**config.mk**
```make
export PLATFORM = sky130hd
export DESIGN_NAME = mem_arbiter4
export DESIGN_NICKNAME = d
export VERILOG_FILES = /design/src/rtl/mem_arbiter4.sv
export SDC_FILE = /design/constraint.sdc
export NUM_CORES = 1
export LEC_CHECK = 0
export CAP_MARGIN = 20
export CORE_MARGIN = 4
export CORE_UTILIZATION = 40
export DETAILED_ROUTE_END_ITERATION = 12
export PLACE_DENSITY = 0.87
export SETUP_SLACK_MARGIN = 0.5
export SLEW_MARGIN = 5
export SYNTH_ARGS = -nofsm -noshare
export SYNTH_HDL_FRONTEND = slang
export SYNTH_SLANG_ARGS = --single-unit
```
**constraint.sdc**
```tcl
create_clock -name clk -period 2.76 [get_ports clk]
set_input_delay 0.414 -clock clk [delete_from_list [all_inputs] [get_ports clk]]
set_output_delay 0.414 -clock clk [all_outputs]
set_load 0.05 [all_outputs]
```
**src/rtl/mem_arbiter4.sv**
```systemverilog
// Round-robin arbiter sharing one single-port memory among four tiles.
// Define MEM_ARB_TIMEOUT_EN to add a response watchdog that sets a sticky err.
module mem_arbiter4 #(
  parameter int NREQ           = 4,
  parameter int AW             = 14,
  parameter int DW             = 16,
  parameter int RW             = 8,
  parameter int TIMEOUT_CYCLES = 64
) (
  input  logic              clk,
  input  logic              reset_n,
  input  logic [NREQ-1:0]   req,
  input  logic [NREQ-1:0]   rd,
  input  logic [NREQ-1:0]   wr,
  input  logic [NREQ*AW-1:0] addr,
  input  logic [NREQ*DW-1:0] wdata,
  output logic [NREQ-1:0]   resp,
  output logic [RW-1:0]     rdata,
  output logic [NREQ-1:0]   grant,
  output logic              mem_re,
  output logic              mem_we,
  output logic [AW-1:0]     mem_addr,
  output logic [DW-1:0]     mem_wdata,
  input  logic [RW-1:0]     mem_rdata,
  input  logic              mem_resp,
  output logic              err
);

  // Handshake: a requester holds req plus rd/wr and its addr/wdata until it
  // sees its one-cycle resp pulse, then drops req; the arbiter samples the
  // request lines only while idle, so changes during an access are ignored.

  typedef enum logic [1:0] {IDLE, ACCESS, DONE} state_t;

  state_t     state;
  logic [1:0] last;
  logic [1:0] owner;
  logic [1:0] pick;
  logic [1:0] idx;
  logic       found;

`ifdef MEM_ARB_TIMEOUT_EN
  localparam int TW = $clog2(TIMEOUT_CYCLES + 1);
  logic [TW-1:0] tmr;
`else
  // The limit only matters when the watchdog is built in.
  localparam int timeout_unused = TIMEOUT_CYCLES;
  assign err = 1'b0;
`endif

  // A request without rd or wr is not a valid access and is skipped.
  always_comb begin
    pick  = '0;
    found = 1'b0;
    idx   = '0;
    for (int k = 1; k <= NREQ; k++) begin
      idx = last + 2'(k);
      if (!found && req[idx] && (rd[idx] || wr[idx])) begin
        found = 1'b1;
        pick  = idx;
      end
    end
  end

  always_ff @(posedge clk or negedge reset_n) begin
    if (!reset_n) begin
      state     <= IDLE;
      last      <= 2'd3;
      owner     <= '0;
      grant     <= '0;
      resp      <= '0;
      rdata     <= '0;
      mem_re    <= 1'b0;
      mem_we    <= 1'b0;
      mem_addr  <= '0;
      mem_wdata <= '0;
`ifdef MEM_ARB_TIMEOUT_EN
      err       <= 1'b0;
      tmr       <= '0;
`endif
    end else begin
      case (state)
        IDLE: begin
          resp <= '0;
          if (found) begin
            owner     <= pick;
            grant     <= {{(NREQ-1){1'b0}}, 1'b1} << pick;
            mem_addr  <= addr[pick*AW +: AW];
            mem_wdata <= wdata[pick*DW +: DW];
            // Write wins when both rd and wr are raised.
            mem_we    <= wr[pick];
            mem_re    <= !wr[pick];
            state     <= ACCESS;
`ifdef MEM_ARB_TIMEOUT_EN
            tmr       <= '0;
`endif
          end
        end
        ACCESS: begin
          if (mem_resp) begin
            mem_re <= 1'b0;
            mem_we <= 1'b0;
            if (mem_re) rdata <= mem_rdata;
            resp   <= grant;
            state  <= DONE;
          end
`ifdef MEM_ARB_TIMEOUT_EN
          else if (tmr == TW'(TIMEOUT_CYCLES - 1)) begin
            mem_re <= 1'b0;
            mem_we <= 1'b0;
            err    <= 1'b1;
            resp   <= grant;
            state  <= DONE;
          end else begin
            tmr <= tmr + TW'(1);
          end
`endif
        end
        DONE: begin
          resp  <= '0;
          grant <= '0;
          last  <= owner;
          state <= IDLE;
        end
        default: state <= IDLE;
      endcase
    end
  end

endmodule

```
=== Yosys cells after proc, flatten, opt, wreduce, memory -nomap -nowiden ===
Index checks and enable logic that the tools add are counted.

* Equality and inequality tests: 4
* Order comparisons: 5
* Reductions and logical operators: 26
* Add/subtract/negate cells: 3
* Mux-type cells: 46
* Shift operators: 3
* $mul: 1

{| class="wikitable"
|+ Operator list
! cell !! number
|-
| indexed part select 64 x 7 -> 16 bit || 1
|-
| indexed part select 56 x 7 -> 14 bit || 1
|-
| binary-select mux 1 bit (select 2 bit) || 13
|-
| two-way mux 1 bit || 20
|-
| case mux 4 bit (2 select lines) || 2
|-
| < comparator 2 x 3 -> 1 bit, second input constant || 5
|-
| two-way mux 2 bit || 6
|-
| two-way mux 4 bit || 2
|-
| AND reduction 2 bit || 4
|-
| logical AND 1 bit || 7
|-
| AND reduction 3 bit || 2
|-
| nonzero test 2 bit || 3
|-
| multiplier 2 x 3 -> 5 bit, second input constant || 1
|-
| adder 2 bit, second input constant || 2
|-
| zero test 1 bit || 4
|-
| logical OR 1 bit || 4
|-
| inequality test 2 bit, second input constant || 2
|-
| case mux 1 bit (2 select lines) || 2
|-
| case mux 2 bit (2 select lines) || 1
|-
| left shift 1 x 2 -> 4 bit, first input constant || 1
|-
| adder 2 x 1 -> 2 bit, second input constant || 1
|-
| == test 2 x 1 -> 1 bit, second input constant || 1
|-
| == test 2 bit, second input constant || 1
|-
| zero test 2 bit || 1
|-
| OR reduction 2 bit || 1
|}

* Word-level logic and storage cells: 98
* Input bits: 143
* Bits in registers: 54
* Output and inout port bits: 49

=== Longest topological paths before layout ===
* Word-level depth: 23
* Depth in mapped cells: 7
* Depth with buffers taken out: 6

=== Least setup slack after synthesis ===
OpenSTA, ideal clock, no wires.

* Path kind: input to register
* Start point: in rd[1]
* End point: reg mem_re
* Library setup time: 126 ps
* Buffers on the path: 1
* Slack: 764 ps
* Stages: 7
* Required time: 2634 ps
* Data arrival time: 1870 ps
* Cell sequence: o21ai_2 nand2_1 nor3_2 nand2b_1 buf_2 nor2_1 a221o_1

* Longest elaborated chain between the ends: 22
* Elaborated cells on any way between the ends: 37
* Those cells by class: eq/ne: 1; mux: 20; reduce/logical: 16

{| class="wikitable"
|+ Ends and longest elaborated chain
! item !! RTL line !! text
|-
| start, declared || 13 || <nowiki>input logic [NREQ-1:0] rd,</nowiki>
|-
| binary-select mux 1 bit (select 2 bit) || 58 || <nowiki>if (!found && req[idx] && (rd[idx] || wr[idx])) begin</nowiki>
|-
| two-way mux 1 bit (implied by the code) || 58 ||
|-
| logical OR 1 bit || 58 ||
|-
| logical AND 1 bit || 58 ||
|-
| two-way mux 1 bit || 58 ||
|-
| zero test 1 bit || 58 ||
|-
| logical AND 1 bit (2 in a row) || 58 ||
|-
| two-way mux 1 bit || 58 ||
|-
| [4 not listed] || -- ||
|-
| zero test 1 bit || 58 ||
|-
| logical AND 1 bit (2 in a row) || 58 ||
|-
| two-way mux 2 bit || 58 ||
|-
| binary-select mux 1 bit (select 2 bit) || 92 || <nowiki>mem_re <= !wr[pick];</nowiki>
|-
| two-way mux 1 bit (implied by the code) || 92 ||
|-
| zero test 1 bit || 92 ||
|-
| two-way mux 1 bit || 85 || <nowiki>if (found) begin</nowiki>
|-
| case mux 1 bit (2 select lines) || 82 || <nowiki>case (state)</nowiki>
|-
| end signal, assigned || 92 ||
|-
| end, declared || 20 || <nowiki>output logic mem_re,</nowiki>
|}

Several ways; a longest one is shown, not always the timed one. The select of a mux whose other input is x is not followed.
A chain may end at the register's enable or synchronous reset.

=== Worst setup path in the final report ===
* Start point: in rd[3]
* End point: reg mem_wdata[15]

* Longest elaborated chain between the ends: 18
* Elaborated cells on any way between the ends: 32
* Those cells by class: shift: 1; mux: 16; reduce/logical: 15

{| class="wikitable"
|+ Ends and longest elaborated chain
! item !! RTL line !! text
|-
| binary-select mux 1 bit (select 2 bit) || 58 ||
|-
| two-way mux 1 bit (implied by the code) || 58 ||
|-
| logical OR 1 bit || 58 ||
|-
| logical AND 1 bit || 58 ||
|-
| two-way mux 1 bit || 58 ||
|-
| zero test 1 bit || 58 ||
|-
| logical AND 1 bit (2 in a row) || 58 ||
|-
| two-way mux 1 bit || 58 ||
|-
| zero test 1 bit || 58 ||
|-
| logical AND 1 bit (2 in a row) || 58 ||
|-
| two-way mux 1 bit || 58 ||
|-
| zero test 1 bit || 58 ||
|-
| logical AND 1 bit (2 in a row) || 58 ||
|-
| two-way mux 2 bit or two-way mux 1 bit (tied branches) || 58 ||
|-
| indexed part select 64 x 7 -> 16 bit or AND reduction 2 bit (tied branches) || -- ||
|-
| end signal, assigned || 89 || <nowiki>mem_wdata <= wdata[pick*DW +: DW];</nowiki>
|-
| end, declared || 23 || <nowiki>output logic [DW-1:0] mem_wdata,</nowiki>
|}

Several ways; a longest one is shown, not always the timed one. The select of a mux whose other input is x is not followed.

==> reports/qor.yml <==
run_status:
  status: "finished clean"
routing:
  avgRoutedWirePerCell_microns: 20.0
  vias: 3654
  drt_iter0_drc: 263
  ant_nets: 0
  vias_per_cell: 5.76
  drc: 0
  wl_microns: 12700
  first_pass_iters: 5
yosys:
  synth_fa_ha_area_share_pct: 0
  synthXorXnorAreaFrac_pct: 0
  ys_ff_latch: 54
  syn_inst: 326
  yosys.cell_types.count: 41
  synth-seq-area-share_pct: 45.6
  syn_area_per_cell_sq_um: 9.12
  synth_area_leader_cell: "dfrtp_1"
  synth_top_family_by_area: "compound AO/OA/AOI/OAI gates"
  muxShareOfSynthArea_pct: 4.46
  synth-compound-area-share_pct: 25.3
  synthSimpleGateAreaFrac_pct: 20.6
  synth_area_leaders: "dfrtp_1 44%, nand3_1 8.4%, a221oi_1 7.4%"
  yosysTopAreaCellShare_pct: 43.8
  synth_nets: 469
  yosysWarnings: 0
  netlist_area_sq_um: 2970
timing:
  maxClockFrequency_mhz: 438
  fin_crit_sh_pct: 82.7
  worst_slew_pin_slew_ns: 0.606
  hold_violations: 0
  slew_headroom_pct: 59.5
  finalSetupViolations: 0
  finalClockSkew_ns: 0.00814
  setup_tns_ns: 0
  slew_viol_final: 0
  rsz0062_at_grt: "yes"
  period_minus_slack_ns: 2.28
  hold_ws_ns: 0.491
worst_setup_path:
  critPathTopFamily: "compound AO/OA/AOI/OAI gates"
  start_kind: "input pin"
  slowest_stage: "clkdlybuf4s50_1"
  cp_max_fo: 30
  critical_path.cell_chain: "clkdlybuf4s50_1 -> o21ai_4 -> o22ai_2 -> a2111o_1 -> buf_4 -> buf_12 -> a31oi_2 -> a41oi_1"
  reg2reg_depth: 6
  worstSetupEndpointType: "register"
  r2r_slack_ns: 0.67
  critPathKind: "in -> reg"
  arrival_ns: 2.43
  slowest_delay_ns: 0.47
  crit_required_ns: 2.90
  critical_path_buf_inv_count: 3
  path_depth: 8
grt:
  grt_max_degree: 48
  overflow: 0
  grt_antenna_before_repair: 0
  grt_pass1_vias: 3703
  grtUsageTotal_pct: 26.7
  grt_pass1_wl_microns: 18500
clocking:
  cts_buffers: 5
  clockBufferDepth: 2
  clk_latency_ns: 0.30
  cts_root_buf: "clkbuf_8"
  tritoncts: "built"
  cts.reportedPaths.clkPinSlew_ns: 0.10
  cts.sink_count: 54
  htreeDepth: 2
final_layout:
  area_growth_syn_to_layout_pct: 88.9
  diodes: 0
  final_common_cell: "clkdlybuf4s50_1"
  fin_area_sq_um: 5610
  fillers: 496
  final_nets: 677
  final_cell_mix: "185 x clkdlybuf4s50_1, 52 x dfrtp_1, 50 x nand3_1"
  drive_gt1_share_pct: 16.4
die:
  die_w_microns: 94.2
  fp-row-count: 31
  initial_core_util_pct: 41.0
  die_y_microns: 94.2
  pin_count: 192
  core_sq_um: 7250
  dieArea_sq_um: 8870
job:
  cap_viol_max_count: 0
placed_design:
  dpl.hpwl_microns: 9190
  placed_area_sq_um: 5080
  place_congestion: 0.850
  portBuffers: 190
power:
  power.total_mw: 5.91
  power_leakage_nw: 2.22
  peakVddDrop_mv: 0.511
  p_per_area_nw_per_um2: 1050
worst_hold_path:
  hold_depth: 2
  hold_path_class: "reg -> reg"
[per-layer routing]
layer | share of wire, % | GRT usage, %
met5 | 0 | 0
met4 | 1.9 | 7.22
met3 | 7.4 | 6.01
met2 | 54 | 49.6
met1 | 36 | 30.5
[worst register-to-register path: cells and delay by family (launching register included)]
kind	cells	cell delay, ns
AO/OA/AOI/OAI	4	0.97
flip-flops	1	0.65
buffers and inverters	2	0.33
[sequential cells by signal, indices dropped and copies added (netlist names)]
register	count
mem_wdata	16
mem_addr	14
rdata	8
grant	4
resp	4
last	2
owner	2
state	2
mem_re	1
mem_we	1
[synthesized netlist by cell type]
cell	number
dfrtp_1	52
nand3_1	50
nor2_1	39
a31oi_1	30
a221oi_1	25
nand2_1	23
o21ai_0	17
clkbuf_1	16
mux2_2	10
buf_2	7
a41oi_1	5
and3_1	5
nand2b_1	5
a22oi_1	4
o21a_1	4
o21ai_1	3
a21oi_1	2
buf_4	2
dfstp_2	2
mux2i_1	2
nor3_2	2
o21ai_2	2
a2111o_1	1
a2111oi_4	1
a211o_1	1
a211oi_1	1
a211oi_2	1
a21o_1	1
a221o_1	1
a222oi_1	1
and2_1	1
buf_1	1
conb_1	1
inv_1	1
nor2_2	1
nor2b_1	1
nor3_1	1
nor3b_1	1
nor4b_2	1
o22ai_1	1
o22ai_2	1
[final cells by class]
cell class / instances / area, sq um / share of cell area, %
Clock buffer: 6 / 82.6 / 1.47
Clock inverter: 2 / 60.1 / 1.07
Tap cell: 99 / 124 / 2.21
Sequential cell: 54 / 1350 / 24.1
Multi-Input combinational cell: 246 / 1710 / 30.4
Timing Repair Buffer: 226 / 2280 / 40.7
Inverter: 1 / 3.75 / 0.0669
[power by group]
group          internal (mW)  total [mW]  switching [mW]
Combinational           1.45        3.81            2.36
Clock                  0.387       0.647           0.260
Sequential              1.17        1.45           0.279
[path summary, 6_finish.rpt]
check,from,end
max in group asynchronous,reset_n,mem_addr[11]$_DFFE_PN0P_
worst min register to register,owner[0]$_DFFE_PN0P_,owner[0]$_DFFE_PN0P_
worst max-delay path,rd[3],mem_wdata[15]$_DFFE_PN0P_
worst max register to register,last[0]$_DFFE_PN1P_,mem_wdata[15]$_DFFE_PN0P_
min in group asynchronous,reset_n,resp[1]$_DFFE_PN0P_
worst min-delay path,owner[0]$_DFFE_PN0P_,owner[0]$_DFFE_PN0P_
[through the flow]
step	setup slack [ns]	util, %	cells
final	0.477	77.4	634
after global routing	0.449	77.4	634
after CTS	0.450	73.0	620
after detailed placement	0.00906	70.0	610
after global placement	0.0481	70.0	610
after floorplan	0.764	-	326
[repair_timing]
action,in CTS,in global routing
hold buffers,0,1
pin swaps,2,5
cloned,0,2
hold endpoints to repair,0,8
buffers inserted,2,10
resized for setup,11,33
setup endpoints to repair,27,34
[cells by family (layout without fill, tap and decap cells)]
family / after synthesis / after routing
mux: 12 / 12
other cells: 1 / 1
flops: 54 / 54
compound gates: 102 / 102
simple gates: 130 / 131
buf+inv: 27 / 235
(Power assumes the default switching activity.)
